**src/rtl/truth_sweep_ctrl.sv**
```systemverilog
// truth_sweep_ctrl: sweeps pos_nor over all 16 inputs into a truth table; `TRUTH_SWEEP_CHECK_EN adds expected-mask checking
module pos_nor (
  input  logic [3:0] abcd,
  output logic       f
);
  assign f = (abcd[2] & abcd[1]) | (abcd[1] & abcd[0]) | (abcd[3] & abcd[2] & abcd[0]);
endmodule

module truth_sweep_ctrl #(
  parameter int HOLD_CYCLES = 1
) (
  input  logic        clk,
  input  logic        rst,
  input  logic        start,
  input  logic        abort,
  input  logic [15:0] expected,
  output logic [3:0]  abcd,
  output logic        busy,
  output logic        done,
  output logic [15:0] truth_table,
  output logic        pass,
  output logic [4:0]  mismatch_cnt,
  output logic [4:0]  first_fail
);
  typedef enum logic [1:0] {IDLE, RUN, DONE} state_t;
  state_t     state;
  logic [7:0] hold;
  logic       f;
  logic       accept;
  logic       capture;

  pos_nor u_pos_nor (.abcd(abcd), .f(f));

  assign accept  = (state == IDLE) && start;
  assign capture = (state == RUN) && !abort && (hold == 8'(HOLD_CYCLES - 1));

  // sweep sequencer: steps abcd through 0..15 and records f into the table
  always_ff @(posedge clk) begin
    if (rst) begin
      state       <= IDLE;
      hold        <= '0;
      abcd        <= '0;
      busy        <= 1'b0;
      done        <= 1'b0;
      truth_table <= '0;
    end else begin
      case (state)
        IDLE: begin
          done <= 1'b0;
          if (start) begin
            state       <= RUN;
            busy        <= 1'b1;
            abcd        <= '0;
            hold        <= '0;
            truth_table <= '0;
          end
        end
        RUN: begin
          if (abort) begin
            state <= IDLE;
            busy  <= 1'b0;
            abcd  <= '0;
          end else if (capture) begin
            hold              <= '0;
            truth_table[abcd] <= f;
            if (abcd == 4'd15) begin
              state <= DONE;
              busy  <= 1'b0;
              done  <= 1'b1;
              abcd  <= '0;
            end else begin
              abcd <= abcd + 4'd1;
            end
          end else begin
            hold <= hold + 8'd1;
          end
        end
        default: begin
          done  <= 1'b0;
          state <= IDLE;
        end
      endcase
    end
  end

`ifdef TRUTH_SWEEP_CHECK_EN
  logic [15:0] exp_q;
  logic        miss;
  logic [4:0]  mm_next;

  assign miss    = f != exp_q[abcd];
  assign mm_next = mismatch_cnt + 5'(miss);

  // compare each captured bit against the latched mask; pass settles on the final capture
  always_ff @(posedge clk) begin
    if (rst) begin
      exp_q        <= '0;
      pass         <= 1'b0;
      mismatch_cnt <= '0;
      first_fail   <= 5'd16;
    end else if (accept) begin
      exp_q        <= expected;
      pass         <= 1'b0;
      mismatch_cnt <= '0;
      first_fail   <= 5'd16;
    end else if (capture) begin
      mismatch_cnt <= mm_next;
      if (miss && first_fail == 5'd16) first_fail <= {1'b0, abcd};
      if (abcd == 4'd15) pass <= mm_next == 5'd0;
    end
  end
`else
  logic unused_expected;
  assign unused_expected = ^expected;
  assign pass            = 1'b0;
  assign mismatch_cnt    = 5'd0;
  assign first_fail      = 5'd16;
`endif
endmodule

```
**config.mk**
```make
export PLATFORM = sky130hd
export DESIGN_NAME = truth_sweep_ctrl
export DESIGN_NICKNAME = d
export VERILOG_FILES = /design/src/rtl/truth_sweep_ctrl.sv
export SDC_FILE = /design/constraint.sdc
export NUM_CORES = 1
export LEC_CHECK = 0
export CAP_MARGIN = 30
export CORE_UTILIZATION = 42
export DETAILED_ROUTE_END_ITERATION = 12
export PLACE_DENSITY = 0.76
export SYNTH_ARGS = -nofsm -noshare
export SYNTH_HDL_FRONTEND = slang
export SYNTH_HIERARCHICAL = 1
export SYNTH_SLANG_ARGS = --single-unit
export TNS_END_PERCENT = 20
```
**constraint.sdc**
```tcl
create_clock -name clk -period 2.2 [get_ports clk]
set_clock_uncertainty 0.1 [all_clocks]
set_input_delay 0.44 -clock clk [delete_from_list [all_inputs] [get_ports clk]]
set_output_delay 0.44 -clock clk [all_outputs]
set_load 0.01 [all_outputs]
```
# Yosys cells after proc, flatten, opt, wreduce, memory -nomap -nowiden
# Cells that the tools add are included.
# totals
regBits	32
input_bits	20
word_cells	65
# op_classes
addsub	2
order_cmp	2
n_eq_ne	7
muxes	26
bitwise	8
reduce_logical	14
# op_table
op	count
2-to-1 mux 16 bit	3
one-hot mux 16 bit (2 select lines)	1
2-to-1 mux 8 bit	3
bitwise mux 16 bit	1
2-to-1 mux 4 bit	4
one-hot mux 8 bit (2 select lines)	1
AND reduction 3 bit	4
adder 8 x 1 -> 8 bit (second input constant)	1
zero test 8 bit	1
2-to-1 mux 2 bit	4
one-hot mux 4 bit (2 select lines)	1
AND reduction 4 bit	2
inequality test 2 bit (second input constant)	3
less-than comparator 4 x 5 -> 1 bit (second input constant)	1
2-to-1 mux 1 bit	5
adder 4 x 1 -> 4 bit (second input constant)	1
AND 1 bit	4
demux 1 bit (select 4 bit)	1
== test 4 bit (second input constant)	1
greater-or-equal comparator 4 x 1 -> 1 bit (second input constant)	1
one-hot mux 2 bit (2 select lines)	1
logical AND 1 bit	3
inequality test 3 x 2 -> 1 bit (second input constant)	1
inequality test 3 bit (second input constant)	1
8 further kinds	10

# Longest topological paths before layout
# depth
word_depth	8
mapped_depth	7
ltp_nobuf	6

# Cells and area by module
# The synthesis kept the hierarchy.
# modules_own_cells
module	instances	cells_per_inst	area_each_um2
truth_sweep_ctrl	1	181	1685.4
pos_nor	1	3	13.8

# Least setup slack after synthesis
# Ideal clock, no wire load.
# synth_path
path_type	reg2reg
start	register hold[0]
end	register truth_table[4]
setup_time_ns	0.117
arrival_ns	1.837
t_required_ns	1.983
path_slack_ns	0.145
path_stages_with_launch	8
path_buffers	1
period_less_slack_ns	2.055
cell_sequence	dfxtp_1 inv_1 ha_1 or4b_1 buf_4 nor4b_4 nand3_1 a32o_1
# synth_between
elab_chain_cells	4
# synth_lines
item	line_no	rtl
start, declared	27	logic [7:0] hold;
start signal, assigned	75	hold <= hold + 8'd1;
zero test 8 bit	35	assign capture = (state == RUN) && !abort && (hold == 8'(HOLD_CYCLES - 1));
logical AND 1 bit	35	
inequality test 2 bit (no line)	-	
AND reduction 4 bit (no line)	-	
end signal, assigned	45	truth_table <= '0;
end signal, assigned	55	truth_table <= '0;
end signal, assigned by index	65	truth_table[abcd] <= f;
end, declared	20	output logic [15:0] truth_table,
# No other way between the ends.
# A chain may end at the register's enable or synchronous reset.

# Worst setup path after layout
# layout_path
start	register hold[0]
end	register truth_table[5]
# The elaborated chain is that of the path after synthesis.

==> results.txt <==
----------------------------------------------------
[Drt]
  Overall routed net length ... 3.82 mm
  Via count of the routed design ... 1520
  Remaining antenna violation count after routing ... 0
  Drt initial violations ... 90
  Number of detailed-routing iterations run before antenna repair ... 4
  DR WL/cell ... 13.8 um
  Drt via density ... 5.49
  Number of remaining DRC errors ... 0

[Timing]
  Max Slew Vio Count ... 0
  Total count of hold-check failures in the final report ... 0
  Final setup slack of the worst path ... 91.7 ps
  Minimum clock period after layout ... 2110 ps
  Final setup violation count ... 0
  Relative slew slack ... 64.4%
  Worst Max-Slew Pin Slew ... 520 ps
  Fmax ... 474 MHz
  Share of the clock period used by the worst path ... 95.8%
  Unrepaired setup endpoints after global routing ... yes
  Smallest hold slack ... 371 ps

[Floorplanning]
  Number of rows created at floorplan ... 22
  # IOs ... 53
  Overall die height ... 65.6 um
  Width of the die ... 65.6 um
  Initial core utilization ... 45.1%
  Placeable core region ... 3770 um2
  DIE AREA ... 4300 um2

[CTS]
  Clock sink total ... 32
  Clock network latency to the later pin of the worst-skew pair ... 290 ps
  Clock Pin Slew Worst Setup and Hold Paths ... 70 ps
  CTS HTree Levels ... 2
  Inserted Clock Buffers ... 5
  CTS tree ... built
  Root Buffer Master ... sky130_fd_sc_hd__clkbuf_8
  Bufs on Longest Clock Path ... 2

[Global route]
  Global-route congestion overflow total ... 0
  Met3 global-route usage ... 6.25%
  Number of global-route vias before repair ... 1358
  Maximum number of pins on one net before global-route repair ... 17
  Total track usage ... 19.3%
  Layer with the highest usage after global routing ... met2
  Number of antenna violations at the first check in global routing ... 0
  GR Util met1 ... 22.9%
  Met2 demand-to-capacity share in global routing ... 31.3%
  Wire length of the first global-routing pass ... 6.20 mm

[Finish]
  Final core occ ... 58.4%
  Flip-flop and latch area ... 641 um2
  Area of combinational cells with multiple inputs ... 951 um2
  Final net count ... 255
  Layout overhead on the synthesized area ... 29.5%
  Number of cells in the finished layout apart from fillers ... 277
  Fill cells ... 332
  Share of post-route cells with drive strength above 1 ... 17.0%
  Diode insertion count for antenna repair ... 0

[Hold path]
  Worst hold-check path type ... register to register
  Hold endpoint ... done
  Worst Hold Path Cells ... 1
  Source of the worst hold timing path ... done

[Outcome]
  Outcome ... complete, no violations

[Logic synthesis]
  Main combinational cell family by area after synthesis ... simple AND/OR/NAND/NOR gates
  Post-synth cell types ... 42
  Area fraction in and, or, nand and nor cells after synthesis ... 26.4%
  Flip-flop and latch count after synthesis ... 32
  Share of synthesized cell area in full adder, half adder and majority cells ... 4.42%
  Post-synthesis instance area ... 1700 um2
  Multiplexer share of the synthesized area ... 0%
  Ys flop type ... sky130_fd_sc_hd__dfxtp_1
  Post-synthesis average cell area ... 9.23 um2
  Xor/xnor share of the synthesized area ... 3.09%
  Sequential area share after synthesis ... 37.7%
  Share of the synthesized area in compound gates (AO/OA/AOI/OAI) ... 19.4%
  Synth warnings ... 6
  Number of instances in the synthesized netlist ... 184
  Share of flip-flops with an asynchronous set or reset after synthesis ... 0%
  Post-synth EDFFs ... 0

[Place]
  Number of buffers inserted by port buffering ... 25
  DPL Wire Length ... 2.69 mm
  Cell count after placement ... 269
  Global placer's final weighted congestion ... 0.827
  Worst-case setup slack after placement ... 16.7 ps

[Critical path]
  Slack of the worst reg-to-reg path ... 90 ps
  WP data arrival ... 2190 ps
  Worst flop-to-flop path startpoint ... hold[0]
  Kind of end point of the critical path ... register
  Number of cells on the worst reg-to-reg path ... 8
  CP Launch Type ... register
  Highest fanout seen on the critical path ... 6
  Endpoint of the lowest-slack register-to-register path ... truth_table[5]
  Setup Crit Path Kind ... register to register
  Worst endpoint required time ... 2280 ps

[Power and ir drop]
  Static Leak ... 0.776 nW
  Power density over the cells ... 558 nW/um2
  Total chip power ... 1.23 mW
  Max IR drop VDD ... 0.366 mV

[Run]
  Reported max-cap violation count ... 0

----------------------------------------------------
-- worst max-delay path, stage by stage, from the launching register on --
cell and delay [ps]:
sky130_fd_sc_hd__dfxtp_1 310, sky130_fd_sc_hd__inv_1 50, sky130_fd_sc_hd__ha_1 160, sky130_fd_sc_hd__or4b_4 470, sky130_fd_sc_hd__buf_6 160, sky130_fd_sc_hd__nor4b_4 240
sky130_fd_sc_hd__buf_4 180, sky130_fd_sc_hd__nand3_1 80, sky130_fd_sc_hd__a32o_1 260
-- state kept, by name (all words and copies together) (netlist names) --
signal,flops
state,2
busy,1
truth_table,16
done,1
abcd,4
hold,8
-- where the power goes --
part / leakage [nW] / total, mW / switching (mW) / internal [mW]
clock: 0.0503 / 0.491 / 0.212 / 0.278
combinational: 0.468 / 0.149 / 0.0847 / 0.0640
sequential: 0.258 / 0.589 / 0.00402 / 0.585
total: 0.776 / 1.23 / 0.301 / 0.927
-- cell families (layout without fill, tap and decap cells) --
logic type / after synthesis / after routing
buf+inv: 26 / 62
flops: 32 / 32
fa+ha+maj: 6 / 6
xor+xnor: 6 / 6
simple gates: 72 / 72
other cells: 2 / 11
compound gates: 40 / 40
-- cell usage after synthesis (4+ instances only) --
master | n | area, um2
sky130_fd_sc_hd__dfxtp_1 | 32 | 641
sky130_fd_sc_hd__clkbuf_1 | 5 | 18.8
sky130_fd_sc_hd__ha_1 | 6 | 75.1
sky130_fd_sc_hd__buf_4 | 12 | 90.1
sky130_fd_sc_hd__a211oi_1 | 4 | 30.0
sky130_fd_sc_hd__a32o_1 | 16 | 160
sky130_fd_sc_hd__nand3_1 | 21 | 105
sky130_fd_sc_hd__xnor2_1 | 6 | 52.6
sky130_fd_sc_hd__inv_1 | 7 | 26.3
sky130_fd_sc_hd__a21oi_1 | 6 | 30.0
sky130_fd_sc_hd__and2_1 | 5 | 31.3
sky130_fd_sc_hd__nand2_1 | 10 | 37.5
sky130_fd_sc_hd__nor2_1 | 10 | 37.5
-- layout make-up --
| class | count | share of cell area [%] |
|---|---|---|
| tap | 48 | 2.73 |
| timing repair buffer | 48 | 19.4 |
| sequential | 32 | 29.1 |
| clock buffer | 7 | 4.38 |
| inverter | 7 | 1.19 |
| multi-input combinational | 135 | 43.2 |
-- through the flow --
step	cell area [um2]	setup TNS (ps)
after floorplan	1730	0
after global placement	2090	0
after detailed placement	2090	0
after CTS	2190	0
after global routing	2200	-55.7
final	2200	0
-- cells in the final DEF, fill, tap and decap left out, drive strengths merged, types with 2 or more instances in the layout --
cell           count
dfxtp             32
clkdlybuf4s50     25
buf               23
nand3             21
a32o              16
conb              11
nor2              10
nand2             10
inv                7
clkbuf             7
a21oi              6
xnor2              6
ha                 6
and2               6
nor3               5
a211oi             4
o31ai              4
nand4              3
nand2b             3
nor3b              3
nor4               2
nand4b             2
or4                2
nor4b              2
o21ai              2
-- metal layers --
| layer | part of all wire [%] | vias to the layer above |
|---|---|---|
| met5 | 0 | - |
| met1 | 47 | 717 |
| li1 | - | 759 |
| met4 | 2.0 | 0 |
| met2 | 47 | 32 |
| met3 | 3.8 | 12 |
-- worst max-delay path by stage --
| stage | from | endpoint | cells past startpoint |
|---|---|---|---|
| finish | hold[0] | truth_table[5] | 8 |
| global route | hold[1] | truth_table[7] | 8 |
| CTS | hold[0] | truth_table[5] | 7 |
| detailed placement | abort | truth_table[5] | 5 |
| global placement | abort | truth_table[5] | 5 |
| floorplan | hold[0] | truth_table[4] | 7 |
-- timing repair --
action / CTS / global route
hold buffers: 0 / 0
setup endpoints to repair: 0 / 5
resized for setup: 0 / 2
endpoints found under the hold margin: 0 / 0
buffers inserted: 0 / 1
No activity file was read; power rests on OpenSTA's default activity.
